## src/rtl/pulse_train_meter.sv

```systemverilog
// pulse_train_meter
// Receive-side meter for a selectable-rate pulse train. Synchronises the
// asynchronous input, measures rise-to-rise period and high time in clk
// cycles, classifies the period into one of three rate modes, tracks lock
// on a stable classification and flags loss of signal.
module pulse_train_meter #(
   parameter int CNT_W   = 16,
   parameter int TIMEOUT = 1000,
   parameter int TOL     = 2,
   parameter int LOCK_N  = 3
) (
   input  logic             clk,
   input  logic             rst,
   input  logic             en,
   input  logic             pulse_in,
   output logic [CNT_W-1:0] period,
   output logic [CNT_W-1:0] high_time,
   output logic             meas_valid,
   output logic [1:0]       mode_out,
   output logic             mode_locked,
   output logic             timeout
);

   // Match counter only needs to reach LOCK_N, where it saturates.
   localparam int MW = (LOCK_N < 1) ? 1 : $clog2(LOCK_N + 1);

   // Classification runs one bit wider than the counter so that the
   // window edges (cnt + TOL, centre + TOL) can never wrap.
   localparam logic [CNT_W:0] TOL_X  = (CNT_W+1)'(TOL);
   localparam logic [CNT_W:0] C32_X  = (CNT_W+1)'(32);
   localparam logic [CNT_W:0] C64_X  = (CNT_W+1)'(64);
   localparam logic [CNT_W:0] C128_X = (CNT_W+1)'(128);
   localparam logic [CNT_W-1:0] TIMEOUT_C = CNT_W'(TIMEOUT);
   localparam logic [MW-1:0]    LOCK_C    = MW'(LOCK_N);

   typedef enum logic [1:0] {IDLE, ARM, MEASURE} state_t;

   state_t           state;
   logic             s1, s2, s3;
   logic             rise;
   logic [CNT_W-1:0] cnt;
   logic [CNT_W-1:0] hcnt;
   logic [MW-1:0]    match_cnt;
   logic [1:0]       cls_next;
   logic [MW-1:0]    match_next;

   // True when x lies within +/- TOL of centre, without any subtraction.
   function automatic logic near(input logic [CNT_W:0] x, input logic [CNT_W:0] centre);
      return ((x + TOL_X) >= centre) && (x <= (centre + TOL_X));
   endfunction

   assign rise = s2 & ~s3;

   // Three-flop synchroniser; s3 is only kept to detect the rising edge on s2.
   always_ff @(posedge clk) begin
      if (rst) begin
         s1 <= 1'b0;
         s2 <= 1'b0;
         s3 <= 1'b0;
      end else begin
         s1 <= pulse_in;
         s2 <= s1;
         s3 <= s2;
      end
   end

   // Classify the running count and work out the lock counter it would produce.
   always_comb begin
      cls_next   = 2'b11;
      match_next = '0;
      if (near({1'b0, cnt}, C32_X))
         cls_next = 2'b00;
      else if (near({1'b0, cnt}, C64_X))
         cls_next = 2'b01;
      else if (near({1'b0, cnt}, C128_X))
         cls_next = 2'b10;
      if (cls_next == 2'b11)
         match_next = '0;
      else if (cls_next == mode_out)
         match_next = (match_cnt >= LOCK_C) ? match_cnt : match_cnt + MW'(1);
      else
         match_next = MW'(1);
   end

   // Measurement FSM with registered results and strobes.
   always_ff @(posedge clk) begin
      if (rst) begin
         state       <= IDLE;
         cnt         <= '0;
         hcnt        <= '0;
         match_cnt   <= '0;
         period      <= '0;
         high_time   <= '0;
         mode_out    <= 2'b11;
         meas_valid  <= 1'b0;
         mode_locked <= 1'b0;
         timeout     <= 1'b0;
      end else begin
         meas_valid <= 1'b0;
         timeout    <= 1'b0;
         if (!en) begin
            // Disabling drops lock and the partial count but keeps the last result.
            state       <= IDLE;
            cnt         <= '0;
            hcnt        <= '0;
            match_cnt   <= '0;
            mode_locked <= 1'b0;
         end else begin
            case (state)
               IDLE: state <= ARM;
               ARM: begin
                  if (rise) begin
                     cnt       <= CNT_W'(1);
                     hcnt      <= CNT_W'(1);
                     match_cnt <= '0;
                     state     <= MEASURE;
                  end
               end
               MEASURE: begin
                  if (rise) begin
                     // A rise on the timeout cycle still counts as a measurement.
                     period      <= cnt;
                     high_time   <= hcnt;
                     mode_out    <= cls_next;
                     match_cnt   <= match_next;
                     mode_locked <= (match_next >= LOCK_C);
                     meas_valid  <= 1'b1;
                     cnt         <= CNT_W'(1);
                     hcnt        <= CNT_W'(1);
                  end else if (cnt == TIMEOUT_C) begin
                     timeout     <= 1'b1;
                     mode_locked <= 1'b0;
                     match_cnt   <= '0;
                     cnt         <= '0;
                     hcnt        <= '0;
                     state       <= ARM;
                  end else begin
                     cnt <= cnt + CNT_W'(1);
                     if (s2)
                        hcnt <= hcnt + CNT_W'(1);
                  end
               end
               default: state <= IDLE;
            endcase
         end
      end
   end

endmodule

```

## config.mk

```make
export PLATFORM = sky130hd
export DESIGN_NAME = pulse_train_meter
export DESIGN_NICKNAME = d
export VERILOG_FILES = /design/src/rtl/pulse_train_meter.sv
export SDC_FILE = /design/constraint.sdc
export NUM_CORES = 1
export LEC_CHECK = 0
export ABC_AREA = 1
export ABC_CLOCK_PERIOD_IN_PS = 2550
export BUFFER_PORTS_ARGS = -buffer_cell sky130_fd_sc_hd__buf_4
export CORE_MARGIN = 2
export CORE_UTILIZATION = 30
export CTS_CLUSTER_DIAMETER = 100
export CTS_CLUSTER_SIZE = 16
export DETAILED_ROUTE_END_ITERATION = 10
export HOLD_SLACK_MARGIN = 0.05
export RECOVER_POWER = 100
export SYNTH_ARGS = -nofsm -noshare
export SYNTH_HDL_FRONTEND = slang
export SYNTH_SLANG_ARGS = --single-unit
```

## constraint.sdc

```tcl
create_clock -name clk -period 2.55 [get_ports clk]
set_input_delay 0.1275 -clock clk [delete_from_list [all_inputs] [get_ports clk]]
set_output_delay 0.1275 -clock clk [all_outputs]
set_load 0.1 [all_outputs]
```

* Yosys cells after proc, flatten, opt, wreduce, memory -nomap -nowiden
Index checks and enable logic that the tools add are counted. W data, S select, Z words.
Cells by class: add/sub/neg operators 4, multipliers 0, divide/modulo/power cells 0, $lt $le $gt $ge 8, eq/ne operators 10, shift-type cells 0, muxes and demuxes 26, bitwise operators 4, reduce and logical (&&, ||, !) cells 15
Operators with widths (count):
- $mux W16 | 6
- $pmux W16 S2 | 2
- $add A16 B1 Y16 const B | 2
- $mux W2 | 11
- $add A16 B2 Y17 const B | 1
- $ge A17 B6 Y1 const B | 1
- $ge A17 B7 Y1 const B | 1
- $ge A17 B8 Y1 const B | 1
- $eq A16 B10 Y1 const B | 1
- $le A16 B6 Y1 const B | 1
- $le A16 B7 Y1 const B | 1
- $le A16 B8 Y1 const B | 1
- $reduce_and A3 Y1 | 4
- $ne A2 B2 Y1 const B | 3
- $pmux W2 S3 | 1
- $mux W1 | 5
- $eq A2 B2 Y1 const B | 2
- $ge A2 B2 Y1 const B | 2
- $ne A4 B4 Y1 const B | 1
- $pmux W2 S2 | 1
- $reduce_and A2 Y1 | 2
- $reduce_bool A2 Y1 | 2
- $reduce_or A4 Y1 | 1
- $logic_and A1 B1 Y1 | 3
- other kinds (9) | 11
Word-level totals: register bits after elaboration 76, latch bits 0, bits in writable memories 0, memory bits (read-only) 0, input port bits 4, output and inout port bits 37, logic and storage cells 80, memories kept 0

* Logic depth before layout (Yosys ltp)
Gate-level depths: netlist (run 1).
word-level depth 11, mapped depth 19, gate-level depth less buffers 19

* Worst setup path before layout (run 1)
OpenSTA, ideal clock, no wires.
path type register to register, start point register cnt[1], end point register mode_locked, setup time 0.117 ns, data arrival time 1.963 ns, required time 2.433 ns, slack 0.470 ns, cell stages (with the launch flop) 19, buffers on the path 0, period minus slack after synthesis 2.080 ns, path through dfxtp_1 ha_1 inv_1 nor2_4 nand3_2 nand2_1 nand2_1 inv_1 nand2_1 nor2_2 nand3_1 nand2_1 nand3_1 nand2_1 nand3_2 nand2_2 nor2_1 nor2_1 nor2_1
On the way: cells in the longest elaborated chain, start to end 11, elaborated cells on any way between the ends 22, those cells by class add/sub (1); order compare (7); eq/ne (3); mux (6); reduce/logical (5)
RTL lines:
- from (decl) | line 41 | logic [CNT_W-1:0] cnt;
- from (signal assigned) | line 138 | cnt <= cnt + CNT_W'(1);
- $add A16 B2 Y17 | line 49 | return ((x + TOL_X) >= centre) && (x <= (centre + TOL_X));
- $ge A17 B8 Y1 | line 49
- $logic_and A1 B1 Y1 | line 49
- $mux W1 | line 75 | else if (near({1'b0, cnt}, C128_X))
- $mux W2 | line 73 | else if (near({1'b0, cnt}, C64_X))
- $mux W2 | line 71 | if (near({1'b0, cnt}, C32_X))
- $eq A2 B2 Y1 | line 79 | else if (cls_next == mode_out)
- $mux W2 | line 79
- $mux W2 | line 77 | if (cls_next == 2'b11)
- $ge A2 B2 Y1 | line 126 | mode_locked <= (match_next >= LOCK_C);
- $mux W1 | line 120 | if (rise) begin
- to (signal assigned) | line 126
- to (decl) | line 20 | output logic mode_locked,
Parallel ways exist; a longest one is shown, timed or not. A chain may end at the register's enable or synchronous reset.

* Final worst setup path (run 1)
start point register cnt[7], end point register mode_locked
The elaborated chain is that of the path after synthesis.

==> results.ini, run 1 <==
[floorplan]
ioPinCount=41
fp.dieH_um=117.3
row_count=41
die_area_um2=13770
initial_core_util=0.3066
core_area_um2=12570
die_w_um=117.3

[place]
hpwl_mm=7.735
placed_area_um2=4432
globalplace.congestion=0.8900
post-place-ws_ns=0.1110
port_buffers=40
dp.cells=754

[worst_setup_path]
crit_path_start_kind=register
cp_max_fo=6
r2r_slack_ns=0.27
critical_path.slowest_cell=dfxtp_1
crit_type=reg2reg
crit_buf_inv=0
crit_chain=nand2_2 > nor2_1 > nand4_1 > nand2_1 > nand2_1 > nor2_2 > nand3_1 > nand2_1 > nand3_1 > nand2_1 > nand3_2 > nand2_2 > nor2_1 > nor2_1 > nor2_1
cp-end-kind=register
crit_arrival_ns=2.51
critPathMaxStageDelay_ns=0.49
cp_top_family=simple AND/OR/NAND/NOR gates
cp.required_ns=2.78

[pwr]
leakage_nw=1.691
power_density_nw_per_um2=589.5
ir_drop_uv=256.7

[timing]
max_slew_margin=0.2069
fmax_mhz=438.7
skew_ns=0.006549
hold_viol_final=0
maxSlewViolCount=0
setup_viol_count_final=0
tns_ns=0
rsz0062_at_grt=no
finalWorstSetupSlack_ns=0.2704
min_period_over_period=0.8940
period_needed_ns=2.280
tightest_slew_ns=1.195

[cells_and_area]
syn_to_final_growth_pct=19.16
fin_nets=607
nFillCells=1335
layoutNonFillerInstCount=770
final_cell_area_um2=4592
antennaDiodeCount=0
drive_gt1_frac=0.1171

[clock_network]
cts_max_path_buffers=2
root_buffer=clkbuf_16
clk_latency_ns=0.34
cts_buffers=9
cts_sinks=76
clk_pin_slew_ns=0.06
cts_tree=done
cts_htree_levels=3

[drt]
drt_iter0_markers=262
drc=0
viasPerCell=4.770
wirelength_mm=10.26
dr.pass1.iters=4
postRouteAntennaNets=0
via_count=3673
routedWlPerCell_um=13.33

[worst_hold_path]
hp-class=in2reg

[synthesis]
syn_inst=540
ys_ff_latch=76
synth_area_um2=3854
syn_avg_cell_area_um2=7.136
yosysSeqAreaShare=0.3948
ys.warnings.count=0
synth.distinct_cells=40
async_flop_share=0
synth-edff-count=0
synth_nets=553
synth_top_flop_cell=dfxtp_1

[global_route]
antenna_found_initial=0
grt_usage=0.1555
grt-ovfl-total=0
grt_pass1_vias=3549
grt_pass1_wl_mm=17.39
grt_max_degree=39

[flow_run]
maxCapViolations=0

[outcome]
status=finished, final reports clean

Yosys cell counts (2+ instances only):
library cell  number  share of area
nand2_1          128           0.12
dfxtp_1           76           0.39
inv_1             61          0.059
nor2_1            56          0.055
a21oi_1           50          0.065
nand3_1           27          0.035
o21ai_0           16          0.021
nand4_1           13          0.021
nor3_1            13          0.017
xor2_1            12          0.027
clkbuf_1          11          0.011
ha_1               9          0.029
nand3_2            7          0.018
nand2_2            6         0.0097
nor2_4             6          0.018
a211oi_1           4         0.0078
nor2_2             4         0.0065
nor4_1             4         0.0065
o21a_1             4         0.0078
o31ai_1            4         0.0078
buf_2              3         0.0039
buf_4              3         0.0058
nand2_4            3         0.0088
nor3b_1            3         0.0058
nor3_2             2         0.0052
routing by layer:
metal	share of wire	vias up	routed length (um)	track usage
met5	0	-	0	0
met4	0.021	0	218	0.06325
met3	0.042	14	429	0.03648
met2	0.45	76	4656	0.2405
met1	0.48	1716	4958	0.2086
li1	-	1867	-	-
repair_timing:
item / 4_1_cts / 5_1_grt
setup buffers: 0 / 0
hold endpoints to repair: 1 / 0
endpoints found under the setup margin: 0 / 3
resized for setup: 0 / 7
hold buffers: 1 / 0
placed cells by master, fill, tap and decap left out, drive strengths merged, types with 9 or more instances in the layout:
| master | count |
|---|---|
| nor2 | 66 |
| nand2 | 137 |
| nand4 | 14 |
| nand3 | 34 |
| ha | 9 |
| nor3 | 15 |
| o21ai | 17 |
| xor2 | 12 |
| a21oi | 51 |
| inv | 63 |
| clkbuf | 52 |
| dfxtp | 76 |
| buf | 17 |
final cells by class:
| class | instances | area, um2 | area share |
|---|---|---|---|
| Inverter | 64 | 242.7 | 0.05286 |
| Multi-Input combinational cell | 382 | 1986 | 0.4324 |
| Timing Repair Buffer | 61 | 305.3 | 0.06649 |
| Tap cell | 172 | 215.2 | 0.04687 |
| Clock buffer | 9 | 225.2 | 0.04905 |
| Clock inverter | 6 | 90.09 | 0.01962 |
| Sequential cell | 76 | 1528 | 0.3327 |
state kept, by name, indices dropped and copies added, names as in the netlist:
register	cells
match_cnt	2
hcnt	16
high_time	16
period	16
mode_out	2
mode_locked	1
s3	1
state	2
s2	1
s1	1
timeout	1
meas_valid	1
cnt	16
through the flow:
step | power (mW) | util | hold WS [ns]
3_3_place_gp | 1.361 | 0.3526 | 0.3313
5_1_grt | 2.809 | 0.3654 | 0.2165
6_report | 2.707 | 0.3654 | 0.1903
2_1_floorplan | 1.318 | - | 0.2345
3_5_place_dp | 1.366 | 0.3526 | 0.3343
4_1_cts | 2.734 | 0.3785 | 0.1912
cell families after synthesis:
| logic type | Yosys count | share of synthesized area |
|---|---|---|
| simple gates | 274 | 0.3357 |
| compound gates | 87 | 0.1266 |
| buf+inv | 82 | 0.08636 |
| flops | 76 | 0.3948 |
| xor+xnor | 12 | 0.02727 |
| fa+ha+maj | 9 | 0.02922 |
worst register-to-register path, stage by stage (launching register included):
cell and delay (ns):
dfxtp_1 0.49, nand2_2 0.15, nor2_1 0.32, nand4_1 0.13
nand2_1 0.09, nand2_1 0.06, nor2_2 0.17, nand3_1 0.10
nand2_1 0.11, nand3_1 0.09, nand2_1 0.12, nand3_2 0.08
nand2_2 0.07, nor2_1 0.05, nor2_1 0.09, nor2_1 0.05
report_power, final:
part	leakage (nW)	internal (mW)	switching [mW]
Clock	0.151	0.853	0.516
Combinational	0.924	0.0435	0.0939
Sequential	0.616	1.20	0.00604
Total	1.69	2.09	0.616
final timing paths:
kind,start,end,cells after the start
setup / recovery,cnt[7],mode_locked,15
hold / removal,rst,s1,2
setup reg to reg,cnt[7],mode_locked,15
hold reg to reg,s1,s2,2
Power figures use the tool's default switching activity.
==> run 2, diff against run 1 <==
--- a/config.mk
+++ b/config.mk
@@ -5,7 +5,6 @@
 export SDC_FILE = /design/constraint.sdc
 export NUM_CORES = 1
 export LEC_CHECK = 0
-export ABC_AREA = 1
 export ABC_CLOCK_PERIOD_IN_PS = 2550
 export BUFFER_PORTS_ARGS = -buffer_cell sky130_fd_sc_hd__buf_4
 export CORE_MARGIN = 2
@@ -14,6 +13,7 @@
 export CTS_CLUSTER_SIZE = 16
 export DETAILED_ROUTE_END_ITERATION = 10
 export HOLD_SLACK_MARGIN = 0.05
+export PLACE_DENSITY = 0.58
 export RECOVER_POWER = 100
 export SYNTH_ARGS = -nofsm -noshare
 export SYNTH_HDL_FRONTEND = slang
==> run 2 against run 1 <==
Compared with the run above:
- critical path depth fell by 7
- non-clock buffer count fell by 4
- sequential cell count did not move
- routed wire length fell by 13%
- power fell by 2.1%
- cell count fell by 13%
- die area fell by 3.7%
- sequential power barely moved
- critical path type unchanged
- critical endpoint is now match_cnt[1]
==> results.ini, run 2 <==
[cells_and_area]
syn_to_final_growth_pct=19.27
layoutNonFillerInstCount=671
nFillCells=1294
most-common-layout-cells=nand2_1 (92), dfxtp_1 (65), nor2_1 (54), a21oi_1 (40), clkbuf_1 (39)
final_cell_area_um2=4422
drive_gt1_frac=0.1332
antennaDiodeCount=0
final_common_cell=nand2_1
fin_nets=511

[place]
port_buffers=40
hpwl_mm=6.317
placed_area_um2=4208
dp.cells=654
globalplace.congestion=0.8861

[drt]
viasPerCell=4.855
routedWlPerCell_um=13.32
drt_iter0_markers=122
drc=0
via_count=3258
dr.pass1.iters=4
postRouteAntennaNets=0
wirelength_mm=8.938

[global_route]
grt_pass1_wl_mm=14.97
antenna_found_initial=0
grt_pass1_vias=3157
grt-ovfl-total=0
grt_max_degree=40
grt_usage=0.1421

[clock_network]
cts_tree=done
cts_sinks=76
cts_htree_levels=3
cts_max_path_buffers=2
cts_buffers=9
root_buffer=clkbuf_16
clk_latency_ns=0.34
clk_pin_slew_ns=0.06

[timing]
min_period_over_period=0.9650
hold_viol_final=0
max_slew_margin=0.2169
fmax_mhz=406.4
skew_ns=0.01044
rsz0062_at_grt=yes
maxSlewViolCount=0
period_needed_ns=2.461
setup_viol_count_final=0
tightest_slew_ns=1.180

[worst_setup_path]
critical_path.slowest_cell=a2111o_1
critPathLaunch=cnt[15]
critPathMaxStageDelay_ns=0.45
crit_chain=nor4_4 > nand2_1 > a2111o_1 > o21a_1 > a31oi_2 > o21a_1 > o211ai_1 > a22oi_1
cp_max_fo=5
cp_common_cell=o21a_1
worstRegToRegCells=8
crit_arrival_ns=2.72
crit_type=reg2reg
r2r_slack_ns=0.09
crit_path_start_kind=register
critPathCapture=match_cnt[1]
r2r_end=match_cnt[1]
reg2reg_from=cnt[15]
cp-end-kind=register
cp.required_ns=2.81

[synthesis]
syn_avg_cell_area_um2=8.112
synth-edff-count=0
async_flop_share=0
syn_inst=457
synth_top_area_frac=0.4104
yosysTopAreaCell=dfxtp_1
synth_nets=470
synth_top_flop_cell=dfxtp_1
synth.distinct_cells=55
ys.warnings.count=0
synth_common_cells=nand2_1 (92), dfxtp_1 (76), nor2_1 (54), a21oi_1 (40), xnor2_1 (24)
ys_ff_latch=76
synth_area_um2=3707
synthMostInstantiatedCell=nand2_1
yosys-top-cells-area=dfxtp_1 (41%), nand2_1 (9.3%), xnor2_1 (5.7%)
yosysSeqAreaShare=0.4104

[floorplan]
core_area_um2=12060
ioPinCount=41
die_w_um=115.2
initial_core_util=0.3074
fp.dieH_um=115.2
die_area_um2=13260
row_count=40

[outcome]
status=finished, final reports clean

[worst_hold_path]
hp-start=en
hp-class=in2reg

[pwr]
ir_drop_uv=450.8
leakage_nw=1.478
power_density_nw_per_um2=599.2

[flow_run]
maxCapViolations=0

run 2: area by class of cell:
cell class	instances	area [um2]	area share
well taps	168	210.2	0.04754
flip-flops and latches	76	1535	0.3472
repair buffers	57	276.5	0.06254
clock buffers	9	225.2	0.05093
inverters	18	67.56	0.01528
multi-input cells	336	2007	0.4539
clock inverters	7	100.1	0.02264
run 2: logic make-up after synthesis:
kind of cell / count (synthesis) / share of synthesized area
flops: 76 / 0.4104
mux: 4 / 0.01080
buf+inv: 45 / 0.05670
xor+xnor: 31 / 0.07324
fa+ha+maj: 9 / 0.03038
simple gates: 211 / 0.2798
compound gates: 81 / 0.1387
run 2: stage by stage:
step	utilization	hold WS, ns	setup WS [ns]	setup TNS, ns	total power, mW
after floorplan	-	0.2557	0.3401	0	1.261
final	0.3666	0.1545	0.08922	0	2.649
after CTS	0.3769	0.1240	0.01419	0	2.689
after detailed placement	0.3489	0.3494	0.01558	0	1.288
after global placement	0.3489	0.3426	0.1124	0	1.286
after global routing	0.3666	0.1500	-0.008024	-0.008024	2.743
run 2: worst max-delay path: cells and delay by family, from the launching register on:
kind             cells  cell delay, ns
AO/OA/AOI/OAI        6            1.46
flip-flops           1            0.37
AND/OR/NAND/NOR      2            0.57
run 2: power by group:
| part | total (mW) | internal (mW) | switching [mW] |
|---|---|---|---|
| sequential | 1.19 | 1.19 | 0.00277 |
| combinational | 0.0674 | 0.0212 | 0.0462 |
| clock | 1.39 | 0.861 | 0.527 |
run 2: worst min-delay path by stage:
stage / endpoint / cells after the start / slack (ns)
2_1_floorplan: s1 / 1 / 0.26
3_3_place_gp: s1 / 2 / 0.34
3_5_place_dp: s1 / 2 / 0.35
4_1_cts: hcnt[0] / 3 / 0.12
5_1_grt: hcnt[0] / 3 / 0.15
6_report: hcnt[0] / 3 / 0.15
run 2: what timing repair did:
action / CTS / global route
hold endpoints to repair: 1 / 0
setup buffers: 0 / 0
endpoints found under the setup margin: 1 / 11
pin swaps: 0 / 3
hold buffers: 1 / 0
gates resized for setup: 1 / 16
run 2: layer usage:
layer / up-vias / track usage / part of all wire / routed length, um
met3: 13 / 0.04217 / 0.039 / 345
li1: 1626 / - / - / -
met4: 0 / 0.05382 / 0.017 / 151
met2: 58 / 0.2392 / 0.49 / 4415
met1: 1561 / 0.1713 / 0.45 / 4025
met5: - / 0 / 0 / 0
==> run 3, diff against run 2 <==
--- a/config.mk
+++ b/config.mk
@@ -7,14 +7,17 @@
 export LEC_CHECK = 0
 export ABC_CLOCK_PERIOD_IN_PS = 2550
 export BUFFER_PORTS_ARGS = -buffer_cell sky130_fd_sc_hd__buf_4
+export CELL_PAD_IN_SITES_DETAIL_PLACEMENT = 2
+export CELL_PAD_IN_SITES_GLOBAL_PLACEMENT = 2
 export CORE_MARGIN = 2
 export CORE_UTILIZATION = 30
 export CTS_CLUSTER_DIAMETER = 100
 export CTS_CLUSTER_SIZE = 16
 export DETAILED_ROUTE_END_ITERATION = 10
 export HOLD_SLACK_MARGIN = 0.05
-export PLACE_DENSITY = 0.58
+export PLACE_DENSITY = 0.82
 export RECOVER_POWER = 100
+export REMOVE_ABC_BUFFERS = 1
 export SYNTH_ARGS = -nofsm -noshare
 export SYNTH_HDL_FRONTEND = slang
 export SYNTH_SLANG_ARGS = --single-unit
==> run 3 against run 2 <==
Compared with the run above:
- register-to-register slack barely moved
- die area did not move
- the flow now finishes with violations (max-capacitance violations, max-slew violations)
- global-route usage rose by 4.3 points
- largest cell class unchanged
- clock-buffer cell count rose by 5
- clock skew is 0.0042 ns lower
- routed wire length increased by 31%
- sequential cell count did not move
- sequential share of layout area fell by 0.48 points
- first-iteration DRC count is 11% lower
- largest power group unchanged
- cell count increased by 0.75%
- power shrank 2.8%
==> results.ini, run 3 (synthesized netlist as in run 2, its figures left out) <==
[outcome]
status=complete, but fails checks
violations=max-capacitance violations, max-slew violations

[timing]
skew_ns=0.006201
max_slew_margin=-0.2465
setup_viol_count_final=0
tightest_slew_ns=1.870
tns_ns=0
fmax_mhz=407.2
period_needed_ns=2.456
rsz0062_at_grt=yes
maxSlewViolCount=39
worst_hold_slack_ns=0.1548
finalWorstSetupSlack_ns=0.09402
min_period_over_period=0.9631
hold_viol_final=0

[clock_network]
cts_buffers=9
cts_sinks=76
root_buffer=clkbuf_16
cts_tree=done
cts_max_path_buffers=2
clk_latency_ns=0.35
clk_pin_slew_ns=0.06
cts_htree_levels=3

[place]
globalplace.congestion=0.8062
hpwl_mm=8.050
placed_area_um2=4210
post-place-ws_ns=-0.003272
port_buffers=40

[drt]
wl_met3_um=287
routedWlPerCell_um=17.29
postRouteAntennaNets=0
drt_iter0_markers=109
viasPerCell=5.033
drc=0
wl_met2_mm=6.181
via_count=3402
m1WireLength_mm=5.082
top_layer_used=met4
wirelength_mm=11.69
dr.pass1.iters=6

[cells_and_area]
final_cell_area_um2=4469
fin_nets=516
most-common-layout-cells=nand2_1 (92), dfxtp_1 (69), nor2_1 (53), clkbuf_1 (40), a21oi_1 (39)
final_util=0.3705
syn_to_final_growth_pct=20.55
final_common_cell=nand2_1
drive_gt1_frac=0.1417
antennaDiodeCount=0

[worst_setup_path]
r2r_slack_ns=0.09
crit_buf_inv=0
cp_max_fo=6
crit_type=reg2reg
cp_top_family=simple AND/OR/NAND/NOR gates
cp-end-kind=register
critPathMaxStageDelay_ns=0.45
critical_path.slowest_cell=dfxtp_1
cp.required_ns=2.79
crit_path_start_kind=register
crit_arrival_ns=2.69
crit_chain=and3_2 > nand4_1 > mux2i_1 > and4_2 > a41oi_2 > nor4b_4 > o2111ai_1 > a22o_1

[floorplan]
row_count=40
die_area_um2=13260
ioPinCount=41
core_area_um2=12060
fp.dieH_um=115.2
die_w_um=115.2
initial_core_util=0.3074

[pwr]
leakage_nw=1.499
power_density_nw_per_um2=576.2
ir_drop_uv=371.3

[global_route]
grt_pass1_wl_mm=19.20
grt_max_degree=39
antenna_found_initial=0
grt_pass1_vias=3696
grt_usage=0.1853
grt-ovfl-total=0

[worst_hold_path]
hp-class=in2reg

[flow_run]
maxCapViolations=1

[run 3: changes by cell type in the layout (fill, tap and decap cells not counted), sizes merged]
cell	previous run	this run
clkinv	1	0
clkinvlp	3	2
buf	12	20
bufinv	2	0
clkbuf	53	55
inv	19	18
[run 3: routing by layer]
layer  track usage  vias up
met3       0.04481       12
met4       0.04337        0
met2        0.3412       39
met1        0.2163     1719
li1              -     1632
met5             0        -
[run 3: per-stage QoR]
stage	instances	total power, mW
finish	676	2.575
floorplan	430	1.253
CTS	673	2.603
detailed placement	656	1.293
global placement	656	1.289
global route	676	2.677
[run 3: final timing paths]
check	from	endpoint	cells after the start
hold reg to reg	s1	s2	1
setup / recovery	cnt[3]	match_cnt[0]	8
setup reg to reg	cnt[3]	match_cnt[0]	8
hold / removal	en	cnt[1]	3
[run 3: final cells by class]
cell class / count / area, um2
Fill cell: 1437 / 7592
Multi-Input combinational cell: 336 / 2037
Sequential cell: 76 / 1530
Timing Repair Buffer: 62 / 315.3
Clock buffer: 14 / 294.0
Tap cell: 168 / 210.2
Inverter: 18 / 67.56
Clock inverter: 2 / 15.01
[run 3: repair_timing]
item,CTS,global route
hold endpoints to repair,1,0
hold buffers,1,0
buffers inserted,0,3
endpoints found under the setup margin,2,13
resized for setup,2,16
pin swaps,0,1
[run 3: worst reg2reg max path, delay by kind of cell, from the launching register on]
| kind | cells | cell delay (ns) |
|---|---|---|
| compound gates | 3 | 0.57 |
| flops | 1 | 0.45 |
| mux | 1 | 0.18 |
| simple gates | 4 | 1.15 |
[run 3: power by group]
| group | internal, mW | switching [mW] | leakage, nW |
|---|---|---|---|
| Sequential | 1.19 | 0.00294 | 0.616 |
| Clock | 0.792 | 0.513 | 0.147 |
| Combinational | 0.0219 | 0.0537 | 0.735 |
| Total | 2.01 | 0.570 | 1.50 |
